**src/rtl/imc22_uart_loader.sv**
```systemverilog
// UART-driven loader for the NPU: receives 8N1 bytes and parses them into SRAM
// bursts, config register writes and NPU start/done handshakes.
module imc22_uart_loader #(
    parameter int CLKS_PER_BIT = 868,
    parameter int TIMEOUT_CLKS = 1000000
) (
    input  logic        clk,
    input  logic        rst_n,
    input  logic        uart_rx,
    output logic        sram_we,
    output logic [9:0]  sram_waddr,
    output logic [7:0]  sram_wdata,
    output logic        npu_cfg_wr,
    output logic [7:0]  npu_cfg_addr,
    output logic [31:0] npu_cfg_wdata,
    output logic        npu_start,
    input  logic        npu_done,
    output logic        busy,
    output logic        err_frame,
    output logic        err_cmd,
    output logic        err_timeout
);

    localparam logic [15:0] BIT_LOAD  = 16'(CLKS_PER_BIT - 1);
    localparam logic [15:0] HALF_LOAD = 16'(CLKS_PER_BIT / 2 - 1);
    localparam logic [31:0] TO_LOAD   = 32'(TIMEOUT_CLKS - 1);

    typedef enum logic [2:0] {RX_IDLE, RX_START, RX_DATA, RX_STOP, RX_WAIT_HIGH} rx_state_t;
    typedef enum logic [2:0] {IDLE, S_AH, S_AL, S_LEN, S_DATA, C_ADDR, C_DATA, WAIT_DONE} state_t;

    logic [1:0]  sync;
    logic        rx_s;
    logic        rx_prev;
    rx_state_t   rx_state;
    logic [15:0] bit_cnt;
    logic [2:0]  bit_idx;
    logic [7:0]  rx_shift;
    logic [7:0]  rx_byte;
    logic        byte_valid;

    assign rx_s = sync[1];

    // Receiver: every sample point is a down-count to zero from the last one.
    always_ff @(posedge clk or negedge rst_n) begin
        if (!rst_n) begin
            sync       <= 2'b11;
            rx_prev    <= 1'b1;
            rx_state   <= RX_IDLE;
            bit_cnt    <= '0;
            bit_idx    <= '0;
            rx_shift   <= '0;
            rx_byte    <= '0;
            byte_valid <= 1'b0;
            err_frame  <= 1'b0;
        end else begin
            sync       <= {sync[0], uart_rx};
            rx_prev    <= rx_s;
            byte_valid <= 1'b0;
            err_frame  <= 1'b0;
            case (rx_state)
                RX_IDLE: begin
                    if (rx_prev && !rx_s) begin
                        rx_state <= RX_START;
                        bit_cnt  <= HALF_LOAD;
                    end
                end
                RX_START: begin
                    if (bit_cnt != 16'd0) begin
                        bit_cnt <= bit_cnt - 16'd1;
                    end else if (rx_s) begin
                        rx_state <= RX_IDLE;
                    end else begin
                        rx_state <= RX_DATA;
                        bit_cnt  <= BIT_LOAD;
                        bit_idx  <= '0;
                    end
                end
                RX_DATA: begin
                    if (bit_cnt != 16'd0) begin
                        bit_cnt <= bit_cnt - 16'd1;
                    end else begin
                        rx_shift <= {rx_s, rx_shift[7:1]};
                        bit_cnt  <= BIT_LOAD;
                        if (bit_idx == 3'd7) rx_state <= RX_STOP;
                        else                 bit_idx  <= bit_idx + 3'd1;
                    end
                end
                RX_STOP: begin
                    if (bit_cnt != 16'd0) begin
                        bit_cnt <= bit_cnt - 16'd1;
                    end else if (rx_s) begin
                        byte_valid <= 1'b1;
                        rx_byte    <= rx_shift;
                        rx_state   <= RX_IDLE;
                    end else begin
                        err_frame <= 1'b1;
                        rx_state  <= RX_WAIT_HIGH;
                    end
                end
                RX_WAIT_HIGH: begin
                    if (rx_s) rx_state <= RX_IDLE;
                end
                default: rx_state <= RX_IDLE;
            endcase
        end
    end

    state_t      state;
    logic [9:0]  addr;
    logic [8:0]  remaining;
    logic [7:0]  cfg_addr_r;
    logic [31:0] cfg_shift;
    logic [1:0]  cfg_cnt;
    logic [31:0] to_cnt;

    assign busy = (state != IDLE);

    always_ff @(posedge clk or negedge rst_n) begin
        if (!rst_n) begin
            state         <= IDLE;
            addr          <= '0;
            remaining     <= '0;
            cfg_addr_r    <= '0;
            cfg_shift     <= '0;
            cfg_cnt       <= '0;
            to_cnt        <= '0;
            sram_we       <= 1'b0;
            sram_waddr    <= '0;
            sram_wdata    <= '0;
            npu_cfg_wr    <= 1'b0;
            npu_cfg_addr  <= '0;
            npu_cfg_wdata <= '0;
            npu_start     <= 1'b0;
            err_cmd       <= 1'b0;
            err_timeout   <= 1'b0;
        end else begin
            sram_we     <= 1'b0;
            npu_cfg_wr  <= 1'b0;
            npu_start   <= 1'b0;
            err_cmd     <= 1'b0;
            err_timeout <= 1'b0;
            case (state)
                IDLE: begin
                    if (byte_valid) begin
                        case (rx_byte)
                            8'hA5: begin state <= S_AH;   to_cnt <= TO_LOAD; end
                            8'h5A: begin state <= C_ADDR; to_cnt <= TO_LOAD; end
                            8'h3C: begin state <= WAIT_DONE; npu_start <= 1'b1; end
                            default: err_cmd <= 1'b1;
                        endcase
                    end
                end
                WAIT_DONE: begin
                    if (npu_done)        state   <= IDLE;
                    else if (byte_valid) err_cmd <= 1'b1;
                end
                default: begin
                    // Packet states: each byte re-arms the inter-byte timeout.
                    if (byte_valid) begin
                        to_cnt <= TO_LOAD;
                        case (state)
                            S_AH: begin addr[9:8] <= rx_byte[1:0]; state <= S_AL; end
                            S_AL: begin addr[7:0] <= rx_byte;      state <= S_LEN; end
                            S_LEN: begin
                                remaining <= (rx_byte == 8'd0) ? 9'd256 : {1'b0, rx_byte};
                                state     <= S_DATA;
                            end
                            S_DATA: begin
                                sram_we    <= 1'b1;
                                sram_waddr <= addr;
                                sram_wdata <= rx_byte;
                                addr       <= addr + 10'd1;
                                remaining  <= remaining - 9'd1;
                                if (remaining == 9'd1) state <= IDLE;
                            end
                            C_ADDR: begin
                                cfg_addr_r <= rx_byte;
                                cfg_cnt    <= '0;
                                state      <= C_DATA;
                            end
                            C_DATA: begin
                                cfg_shift <= {rx_byte, cfg_shift[31:8]};
                                cfg_cnt   <= cfg_cnt + 2'd1;
                                if (cfg_cnt == 2'd3) begin
                                    npu_cfg_wr    <= 1'b1;
                                    npu_cfg_addr  <= cfg_addr_r;
                                    npu_cfg_wdata <= {rx_byte, cfg_shift[31:8]};
                                    state         <= IDLE;
                                end
                            end
                            default: state <= IDLE;
                        endcase
                    end else if (to_cnt == 32'd0) begin
                        err_timeout <= 1'b1;
                        state       <= IDLE;
                    end else begin
                        to_cnt <= to_cnt - 32'd1;
                    end
                end
            endcase
        end
    end

endmodule
```
**config.mk**
```make
export PLATFORM = sky130hd
export DESIGN_NAME = imc22_uart_loader
export DESIGN_NICKNAME = d
export VERILOG_FILES = /design/src/rtl/imc22_uart_loader.sv
export SDC_FILE = /design/constraint.sdc
export NUM_CORES = 1
export LEC_CHECK = 0
export CAP_MARGIN = 10
export CELL_PAD_IN_SITES_DETAIL_PLACEMENT = 1
export CELL_PAD_IN_SITES_GLOBAL_PLACEMENT = 2
export CORE_ASPECT_RATIO = 0.9
export CORE_UTILIZATION = 34
export CTS_CLUSTER_SIZE = 30
export DETAILED_ROUTE_END_ITERATION = 10
export MAX_ROUTING_LAYER = met4
export PLACE_DENSITY = 0.75
export SETUP_SLACK_MARGIN = 0.5
export SLEW_MARGIN = 20
export SYNTH_ARGS = -nofsm -noshare
export SYNTH_HDL_FRONTEND = slang
export SYNTH_SLANG_ARGS = --single-unit
```
**constraint.sdc**
```tcl
create_clock -name clk -period 2.6 [get_ports clk]
set_clock_uncertainty 0.2 [all_clocks]
set_input_delay 0.39 -clock clk [delete_from_list [all_inputs] [get_ports clk]]
set_output_delay 0.39 -clock clk [all_outputs]
set_load 0.01 [all_outputs]
```
### Word level (Yosys, flattened, before mapping)

Cells that the tools add are included.

| word-level totals | value |
|---|---|
| word-level logic and storage cells | 165 |
| register bits after elaboration | 202 |
| input bits | 4 |
| output and inout port bits | 65 |

| cells by class | value |
|---|---|
| multiplexer cells | 63 |
| equality and inequality tests | 34 |
| $add $sub $neg | 6 |
| reduce and logical (&&, ||, !) cells | 33 |
| bitwise operators | 3 |

Operators by type and width:

| kind | count |
|---|---|
| 32-bit 2-to-1 mux | 4 |
| 16-bit 2-to-1 mux | 5 |
| 16-bit one-hot mux with 4 select lines | 1 |
| 32-bit one-hot mux with 2 select lines | 1 |
| 3-bit 2-to-1 mux | 17 |
| 32-bit zero test | 1 |
| 32-bit by 1-bit subtractor with 32-bit output, second input constant | 1 |
| 2-bit != test, second input constant | 13 |
| 3-bit AND reduction | 8 |
| 1-bit 2-to-1 mux | 23 |
| 3-bit == test, second input constant | 6 |
| 3-bit one-hot mux with 6 select lines | 1 |
| 9-bit one-hot mux with 2 select lines | 1 |
| 8-bit one-hot mux with 2 select lines | 1 |
| 16-bit nonzero test | 1 |
| 16-bit by 1-bit subtractor with 16-bit output, second input constant | 1 |
| 3-bit one-hot mux with 5 select lines | 1 |
| 3-bit by 2-bit == test with 1-bit output, second input constant | 4 |
| 3-bit one-hot mux with 2 select lines | 2 |
| 4-bit AND reduction | 3 |
| 6-bit AND reduction | 2 |
| 10-bit by 1-bit adder with 10-bit output, second input constant | 1 |
| 5-bit != test, second input constant | 2 |
| 2-bit nonzero test | 5 |
| other kinds (27) | 34 |

### Depth between registers and ports, before layout

Gate-level depths: netlist (run 1).

| depth | value |
|---|---|
| depth in word-level cells | 5 |
| mapped depth | 11 |
| mapped depth without buffers | 8 |

### Worst setup path after synthesis (run 1)

No wires, ideal clock.

| timing path | value |
|---|---|
| path kind | register to register |
| start | register to_cnt[0] |
| end | register to_cnt[30] |
| setup time | 0.076 ns |
| cell stages (with the launch flop) | 9 |
| arrival time | 2.344 ns |
| period minus slack after synthesis | 2.620 ns |
| slack | -0.020 ns |
| path buffers | 1 |
| data required time | 2.324 ns |
| cells stage by stage | dfrtp_1 > inv_1 > ha_1 > or3b_1 > buf_2 > or3_4 > or3_4 > or4_1 > o21ai_1 |

| on the way | value |
|---|---|
| longest elaborated chain between the ends | 4 |
| elaborated cells on any way between the ends | 7 |
| those cells by class | add/sub (1); eq/ne (1); mux (3); reduce/logical (2) |

RTL lines:

| element | line | text |
|---|---|---|
| from (decl) | 114 | `logic [31:0] to_cnt;` |
| from (signal assigned) | 197 | `to_cnt <= to_cnt - 32'd1;` |
| 32-bit by 1-bit subtractor with 32-bit output | 197 |  |
| 32-bit 2-to-1 mux | 193 | `end else if (to_cnt == 32'd0) begin` |
| 32-bit 2-to-1 mux | 159 | `if (byte_valid) begin` |
| 32-bit one-hot mux with 2 select lines | 142 | `case (state)` |

Parallel ways exist; a longest one is shown, timed or not. The select of a mux whose other input is x is not followed.
A chain may end at the register's enable or synchronous reset.

### Worst setup path after layout (run 1)

| timing path | value |
|---|---|
| start | register to_cnt[1] |
| end | register to_cnt[30] |

The elaborated chain is that of the path after synthesis.

==> flow_summary.json, run 1 <==
{
  "synth_top_area_share_pct": 52.8,
  "mostFrequentLayoutCell": "nand2_1",
  "slowest_delay_ns": 0.42,
  "grt_usage_pct": 20.4,
  "fin_crit_ns": 2.52,
  "nNetsFinal": 1120,
  "power.leakage_nw": 5.85,
  "startpoint": "to_cnt[1]",
  "slew_viol_final": 0,
  "core_area_um2": 26100,
  "drtIter0Drc": 450,
  "globalplace.congestion": 0.822,
  "clock-sinks": 194,
  "synth-main-ff-cell": "dfrtp_1",
  "regToRegStartpoint": "to_cnt[1]",
  "syn-cell-area_um2": 9050,
  "finalSetupViolCount": 0,
  "initial_core_util_pct": 34.6,
  "crit_chain": "inv_2 -> ha_4 -> or3b_4 -> or3_4 -> or3_4 -> or4_4 -> o21ai_2",
  "wl_per_cell_um": 18.3,
  "p_total_mw": 8.10,
  "synthTopCellsByArea": "dfrtp_1 53%, nand2_1 8.6%, mux2_2 7.0%",
  "critical_path.endpoint": "to_cnt[30]",
  "post-route-util_pct": 48.2,
  "dp_hpwl_um": 16700,
  "yosysWarningCount": 0,
  "clk_latency_ns": 0.45,
  "worst_path_max_delay_cell": "dfrtp_1",
  "relSlewSlack_pct": 57.9,
  "cts_tree": "yes",
  "syn_to_final_growth_pct": 39.2,
  "ys_types": 70,
  "min_from": "uart_rx",
  "critPathLaunchType": "flip-flop",
  "numCtsBuffers": 17,
  "crit_required_ns": 2.78,
  "root_buffer": "clkbuf_16",
  "totalWireLength_um": 26900,
  "synth.avg_cell_area_um2": 9.68,
  "worst_slew_pin_slew_ns": 0.631,
  "grt_pass1_wl_um": 43000,
  "antenna_found_initial": 0,
  "maxCapViolations": 0,
  "crit_fanout": 4,
  "syn_inst": 935,
  "reg2reg_to": "to_cnt[30]",
  "synth.yosys.seq_area_share_pct": 53.7,
  "async_flop_share_pct": 100,
  "cts_max_level": 4,
  "r2r_slack_ns": 0.08,
  "grt_overflow": 0,
  "yosys.area.top_type": "dfrtp_1",
  "rsz0062_at_grt": "true",
  "insertedDiodeCount": 0,
  "synth_edf_count": 0,
  "cp_common_cell": "or3_4",
  "ir_drop_v": 0.000677,
  "io_buffers": 68,
  "hold_class": "input pin to flip-flop",
  "final_cell_mix": "199 x nand2_1, 183 x dfrtp_1, 92 x buf_4",
  "synth_fp_nets": 948,
  "vias_per_cell": 5.23,
  "end_kind": "flip-flop",
  "num_vias": 7682,
  "drt-pass1-iter-count": 4,
  "io_pins": 69,
  "fp-row-count": 56,
  "max_freq_mhz": 397,
  "status": "finished, final reports clean",
  "grt_max_degree": 72,
  "crit_type": "flip-flop to flip-flop",
  "clockBufferDepth": 2,
  "fillers": 2871,
  "layout-drive-gt1-share_pct": 32.1,
  "fin_crit_sh_pct": 96.8,
  "drc": 0,
  "worstPathArrival_ns": 2.69,
  "final_hold_viol_count": 0,
  "path_clk_slew_ns": 0.08,
  "die_h_um": 157,
  "grt_pass1_vias": 7865,
  "dieArea_um2": 27300,
  "ant_nets": 0,
  "die_w_um": 174,
  "reg2reg_depth": 7,
  "power-per-cell-area_nw_per_um2": 642,
  "synth-seq-cells": 194
}
==> stage by stage <==
stage               area (µm²)  setup slack (ns)  std cells  hold slack (ns)  TNS [ns]
global route             12600           -0.0139       1468            0.139   -0.0139
CTS                      11800            0.0974       1431            0.126         0
global placement         10700            0.0461       1370            0.148         0
finish                   12600            0.0826       1468            0.147         0
floorplan                 9270            0.0844        935           -0.106         0
detailed placement       10700            0.0265       1370            0.151         0
==> worst max-delay path: cells and delay by family (launching register included) <==
family / cells / cell delay [ns]
adder cells (fa/ha/maj): 1 / 0.12
AO/OA/AOI/OAI: 1 / 0.11
flip-flops: 1 / 0.42
AND/OR/NAND/NOR: 4 / 1.52
buffers and inverters: 1 / 0.08
==> power breakdown <==
| group | total (mW) | leakage (nW) | switching, mW | internal [mW] |
|---|---|---|---|---|
| combinational | 1.93 | 2.89 | 1.04 | 0.893 |
| clock | 2.78 | 0.306 | 1.44 | 1.35 |
| sequential | 3.38 | 2.66 | 0.226 | 3.16 |
| total | 8.10 | 5.85 | 2.70 | 5.40 |
==> layout make-up <==
cell class | count | area, µm² | share of cell area [%]
inverters | 18 | 71.3 | 0.566
well taps | 348 | 435 | 3.45
clock buffers | 17 | 425 | 3.37
multi-input cells | 673 | 4660 | 37.0
clock inverters | 15 | 216 | 1.72
flip-flops and latches | 194 | 4870 | 38.6
repair buffers | 203 | 1930 | 15.3
==> per-layer routing <==
| layer | routed length, µm | vias to the layer above | track usage (%) |
|---|---|---|---|
| met5 | 0 | - | - |
| met4 | 420 | 0 | 5.26 |
| met3 | 797 | 29 | 2.77 |
| met2 | 12600 | 118 | 31.6 |
| met1 | 13000 | 3883 | 28.1 |
| li1 | - | 3652 | - |
==> Yosys cell counts (5+ instances only) <==
library cell  number
a21oi_1           48
a31oi_1           13
and2_1             9
and3_1             5
buf_2              8
clkbuf_1          43
dfrtp_1          191
ha_1               9
inv_1             17
mux2_2            56
nand2_1          207
nand2b_1           9
nand3_1           15
nand4_1            5
nor2_1            68
nor3_1            23
nor4_1            17
o21ai_0           69
o21ai_1            5
o22a_1             5
o31ai_1            8
o41ai_1            6
or3_1              7
==> state kept, by name (all words and copies together), names as in the netlist, 2 cells and up <==
name and count:
cfg_addr_r 8, rx_byte 8, bit_idx 3, bit_cnt 16
npu_cfg_addr 8, rx_shift 8, sync 2, addr 10
cfg_shift 24, sram_wdata 8, sram_waddr 10, rx_state 3
cfg_cnt 2, npu_cfg_wdata 32, remaining 9, state 3
to_cnt 32
==> worst min-delay path by stage <==
stage	endpoint	slack (ns)	cells past startpoint
6_report	sync[0]	0.15	1
5_1_grt	sync[0]	0.14	1
4_1_cts	sync[0]	0.13	1
3_5_place_dp	sync[1]	0.15	0
3_3_place_gp	sync[1]	0.15	0
2_1_floorplan	addr[0]	-0.11	0
==> timing repair <==
action	CTS	global route
endpoints found under the setup margin	117	119
gates resized for setup	76	127
buffers inserted	25	34
hold buffers	1	0
gates cloned	3	3
pin swaps	25	54
endpoints found under the hold margin	65	0
==> cell families (layout without fill, tap and decap cells) <==
kind of cell	Yosys count	after routing	share of synthesized area, %
buffers and inverters	71	253	3.05
multiplexers	59	59	7.30
adder cells (fa/ha/maj)	10	10	1.35
XOR/XNOR	2	2	0.193
AO/OA/AOI/OAI	197	200	13.4
AND/OR/NAND/NOR	402	402	21.1
flip-flops	194	194	53.7
Power figures use the tool's default switching activity.
==> run 2: changes to the inputs <==
CELL_PAD_IN_SITES_GLOBAL_PLACEMENT = 1   (was 2)
CORE_UTILIZATION = 40   (was 34)
PLACE_DENSITY = 0.73   (was 0.75)
==> run 2 against run 1 <==
Against the previous run: the run now ends with setup timing left; combinational power is 5% higher; core utilization is 9.6 points higher; sequential cell count stayed put; final cell count is 3.0% lower; register-to-register slack worse by 0.17 ns; worst hold slack worse by 0.0084 ns; global-route usage is 5.4 points higher; clock-buffer cell count stayed put; final area is 0.36% higher; die area is 15% lower; critical path type unchanged.
==> flow_summary.json, run 2 (same netlist as run 1, synthesis figures left out) <==
{
  "status": "finished with violations",
  "failed_checks": "setup timing",
  "totalWireLength_um": 30400,
  "crit_fanout": 4,
  "finalSetupViolCount": 12,
  "grt_usage_pct": 25.8,
  "layout-drive-gt1-share_pct": 34.2,
  "insertedDiodeCount": 0,
  "final_cell_mix": "197 x nand2_1, 182 x dfrtp_1, 103 x buf_4",
  "dieArea_um2": 23200,
  "stdcell_count": 1424,
  "post-route-util_pct": 57.8,
  "max_freq_mhz": 372,
  "ir_drop_v": 0.000750,
  "cts_max_level": 4,
  "cts_tree": "yes",
  "io_pins": 69,
  "relSlewSlack_pct": 62.8,
  "mostFrequentLayoutCell": "nand2_1",
  "power-per-cell-area_nw_per_um2": 642,
  "initial_core_util_pct": 41.4,
  "antenna_found_initial": 0,
  "path_clk_slew_ns": 0.08,
  "drc": 0,
  "startpoint": "to_cnt[6]",
  "clockBufferDepth": 2,
  "clock-sinks": 194,
  "fp-row-count": 51,
  "worst_slew_pin_slew_ns": 0.559,
  "fin_ws_ns": -0.0860,
  "p_total_mw": 8.12,
  "numCtsBuffers": 17,
  "crit_required_ns": 2.78,
  "ant_nets": 0,
  "dp_hpwl_um": 16700,
  "critPathLaunchType": "flip-flop",
  "fin_crit_sh_pct": 103,
  "globalplace.congestion": 0.823,
  "die_w_um": 161,
  "hold_class": "input pin to flip-flop",
  "drtIter0Drc": 410,
  "io_buffers": 68,
  "grt_pass1_vias": 8351,
  "vias_per_cell": 5.70,
  "slew_viol_final": 0,
  "die_h_um": 145,
  "dp_slack_ns": 0.00568,
  "root_buffer": "clkbuf_16",
  "grt_max_degree": 64,
  "worstPathArrival_ns": 2.87,
  "grt_pass1_wl_um": 45500,
  "power.leakage_nw": 5.91,
  "regToRegStartpoint": "to_cnt[6]",
  "wl_per_cell_um": 21.4,
  "rsz0062_at_grt": "true",
  "core_area_um2": 21900,
  "maxCapViolations": 0,
  "min_from": "uart_rx",
  "num_vias": 8123,
  "biggestRegsByFlops": "npu_cfg_wdata (32), to_cnt (32), cfg_shift (24)",
  "fin_crit_ns": 2.69,
  "final_hold_viol_count": 0,
  "clk_latency_ns": 0.45,
  "drt-pass1-iter-count": 5,
  "syn_to_final_growth_pct": 39.7,
  "end_kind": "flip-flop",
  "nNetsFinal": 1133,
  "dpl.cell_count": 1306,
  "crit_type": "flip-flop to flip-flop",
  "grt_overflow": 0
}
==> run 2: changes by cell type in the layout (fill, tap and decap cells not counted), sizes merged <==
| cell | delta |
|---|---|
| or2 | +1 |
| clkbuf | -1 |
| o21ai | +1 |
| inv | +2 |
| clkinv | -1 |
| clkinvlp | -1 |
| buf | +13 |
| dlymetal6s2s | -1 |
==> run 2: metal layers <==
layer / vias up / GRT usage (%) / part of all wire, %
met5: - / - / 0
met4: 0 / 7.27 / 2.2
met3: 58 / 4.02 / 3.1
met2: 186 / 42.9 / 52
met1: 4201 / 32.9 / 43
li1: 3678 / - / -
==> run 2: what timing repair did <==
item,in CTS,in global routing
hold endpoints to repair,57,0
setup endpoints to repair,123,144
resized for setup,102,122
setup buffers,49,29
hold buffers,1,0
pin swaps,37,52
cloned,6,1
==> run 2: worst max-delay path, cell delays in order (launching register included) <==
cell and delay [ns]:
dfrtp_1 0.39, or4_4 0.58, buf_6 0.15, nor3_4 0.24, buf_6 0.15, nand4_1 0.13
nor4b_2 0.37, buf_4 0.18, buf_6 0.08, a32o_1 0.15
==> run 2: final cells by class <==
class | count | area, µm²
Fill cell | 2356 | 9240
Sequential cell | 194 | 4870
Multi-Input combinational cell | 675 | 4730
Timing Repair Buffer | 214 | 2010
Clock buffer | 17 | 425
Tap cell | 291 | 364
Clock inverter | 15 | 179
Inverter | 18 | 67.6
==> run 2: power by group <==
| part | internal, mW | total (mW) | switching, mW | leakage, nW |
|---|---|---|---|---|
| clock | 1.31 | 2.72 | 1.41 | 0.295 |
| sequential | 3.15 | 3.37 | 0.220 | 2.66 |
| combinational | 0.887 | 2.03 | 1.15 | 2.96 |
==> run 2: worst paths after layout <==
| path | to | slack (ns) | cells after the start |
|---|---|---|---|
| worst min register to register | sync[1] | 0.16 | 0 |
| worst max register to register | to_cnt[28] | -0.09 | 9 |
| worst min-delay path | sync[0] | 0.14 | 1 |
| max in group asynchronous | state[2] | 1.12 | 3 |
| min in group asynchronous | cfg_shift[13] | 0.29 | 2 |
| worst max-delay path | to_cnt[28] | -0.09 | 9 |
==> run 2: through the flow <==
step	cell area [µm²]	setup TNS (ns)	hold WS (ns)
2_1_floorplan	9270	0	-0.106
3_3_place_gp	10600	0	0.150
3_5_place_dp	10600	0	0.151
4_1_cts	12000	0	0.130
5_1_grt	12700	-0.837	0.142
6_report	12700	-0.406	0.139
==> run 3: changes to the inputs <==
CAP_MARGIN = 20   (was 10)
CORE_UTILIZATION = 41   (was 40)
PLACE_DENSITY = 0.75   (was 0.73)
==> run 3 against run 2 <==
Against the previous run: the run now ends clean; fmax increased by 5.7%; worst hold slack improved by 0.0055 ns; core utilization decreased by 0.34 points; final area decreased by 1.7%; final cell count decreased by 1.3%; sequential share of layout area increased by 0.69 points; via count decreased by 1.6%; clock-buffer cell count increased by 1; setup slack improved by 0.15 ns; critical path type unchanged.
==> flow_summary.json, run 3 (same netlist as run 1, synthesis figures left out) <==
{
  "final_hold_viol_count": 0,
  "initial_core_util_pct": 41.9,
  "numCtsBuffers": 17,
  "setup_tns_ns": 0,
  "max_freq_mhz": 394,
  "crit_type": "flip-flop to flip-flop",
  "grt_pass1_vias": 7893,
  "dpl.cell_count": 1299,
  "fin_crit_sh_pct": 97.7,
  "hold_class": "input pin to flip-flop",
  "fp-row-count": 51,
  "critPathLaunchType": "flip-flop",
  "rsz0062_at_grt": "true",
  "clockBufferDepth": 2,
  "power-per-cell-area_nw_per_um2": 638,
  "p_total_mw": 7.94,
  "grt_overflow": 0,
  "layout-drive-gt1-share_pct": 31.7,
  "end_kind": "flip-flop",
  "reg2reg_depth": 5,
  "fin_crit_ns": 2.54,
  "grt_max_degree": 57,
  "final_cell_mix": "197 x nand2_1, 182 x dfrtp_1, 89 x buf_4",
  "maxCapViolations": 0,
  "min_to": "sync[0]",
  "slew_viol_final": 0,
  "status": "finished, final reports clean",
  "ant_nets": 0,
  "reg2reg_to": "to_cnt[30]",
  "drtIter0Drc": 424,
  "syn_to_final_growth_pct": 37.3,
  "antenna_found_initial": 0,
  "hold-worst-slack_ns": 0.144,
  "regToRegStartpoint": "to_cnt[8]",
  "die_h_um": 143,
  "clock-sinks": 194,
  "grt_usage_pct": 25.3,
  "crit_required_ns": 2.77,
  "min_from": "uart_rx",
  "totalWireLength_um": 29200,
  "worstPathArrival_ns": 2.71,
  "dp_hpwl_um": 16500,
  "r2r_slack_ns": 0.06,
  "whs_path_depth": 1,
  "drt-pass1-iter-count": 4,
  "ir_drop_v": 0.000523,
  "nNetsFinal": 1115,
  "mostFrequentLayoutCell": "nand2_1",
  "globalplace.congestion": 0.842,
  "finalSetupViolCount": 0,
  "vias_per_cell": 5.68,
  "power.leakage_nw": 5.82,
  "grt_pass1_wl_um": 42500,
  "cts_max_level": 4,
  "root_buffer": "clkbuf_16",
  "cts_tree": "yes",
  "crit_fanout": 4,
  "dieArea_um2": 22700,
  "insertedDiodeCount": 0,
  "core_area_um2": 21600,
  "stdcell_count": 1406,
  "biggestRegsByFlops": "npu_cfg_wdata (32), to_cnt (32), cfg_shift (24)",
  "path_clk_slew_ns": 0.08,
  "wl_per_cell_um": 20.8,
  "clk_latency_ns": 0.44,
  "worst_slew_pin_slew_ns": 0.837,
  "relSlewSlack_pct": 44.1,
  "die_w_um": 159,
  "drc": 0,
  "io_pins": 69,
  "io_buffers": 68,
  "num_vias": 7989
}
==> run 3: cell count changes in the layout (fill, tap and decap cells not counted), sizes merged <==
cell,delta
clkinvlp,+3
buf,-17
or2,-1
clkinv,-4
a31oi,+1
a31o,-3
clkbuf,+3
==> run 3: how the worst max path moves through the flow <==
stage	start	to	slack (ns)	cells after the start
after global placement	to_cnt[28]	to_cnt[4]	0.09	7
final	to_cnt[8]	to_cnt[30]	0.06	5
after detailed placement	to_cnt[28]	to_cnt[3]	0.04	7
after global routing	to_cnt[9]	to_cnt[30]	-0.03	5
after floorplan	to_cnt[0]	to_cnt[30]	0.08	8
after CTS	to_cnt[8]	to_cnt[30]	0.09	5
==> run 3: cell type report <==
| class | instances | area (µm²) |
|---|---|---|
| fillers | 2324 | 9200 |
| flip-flops and latches | 194 | 4870 |
| multi-input cells | 672 | 4640 |
| repair buffers | 199 | 1890 |
| clock buffers | 18 | 439 |
| well taps | 291 | 364 |
| clock inverters | 14 | 153 |
| inverters | 18 | 71.3 |
==> run 3: per-stage QoR <==
stage	utilization, %	instance area (µm²)	worst slack, ns
floorplan	-	9270	0.0844
global placement	48.6	10500	0.0907
detailed placement	48.6	10500	0.0425
CTS	54.0	11700	0.0939
global route	57.5	12400	-0.0322
finish	57.5	12400	0.0599
==> run 3: critical path, stage by stage, from the launching register on <==
cell	delay (ns)
dfrtp_1	0.38
or4_4	0.58
or3_4	0.39
or3_4	0.36
or4_1	0.42
o21ai_1	0.13
==> run 3: report_power, final <==
| group | total, mW | switching [mW] | leakage, nW | internal, mW |
|---|---|---|---|---|
| Clock | 2.68 | 1.36 | 0.286 | 1.32 |
| Combinational | 1.82 | 1.00 | 2.87 | 0.811 |
| Sequential | 3.44 | 0.285 | 2.66 | 3.15 |
| Total | 7.94 | 2.65 | 5.82 | 5.29 |
==> run 3: routing by layer <==
layer  GRT usage [%]  vias to the layer above  share of wire (%)
met5               -                        -                  0
met4            6.98                        0                2.3
met3            4.31                       54                3.5
met2            41.4                      198                 51
met1            32.2                     4107                 44
li1                -                     3630                  -
==> run 3: what timing repair did <==
| item | CTS | global route |
|---|---|---|
| hold buffers | 1 | 0 |
| endpoints found under the hold margin | 41 | 0 |
| pin swaps | 19 | 39 |
| resized for setup | 73 | 123 |
| cloned | 3 | 3 |
| endpoints found under the setup margin | 115 | 85 |
| setup buffers | 35 | 33 |
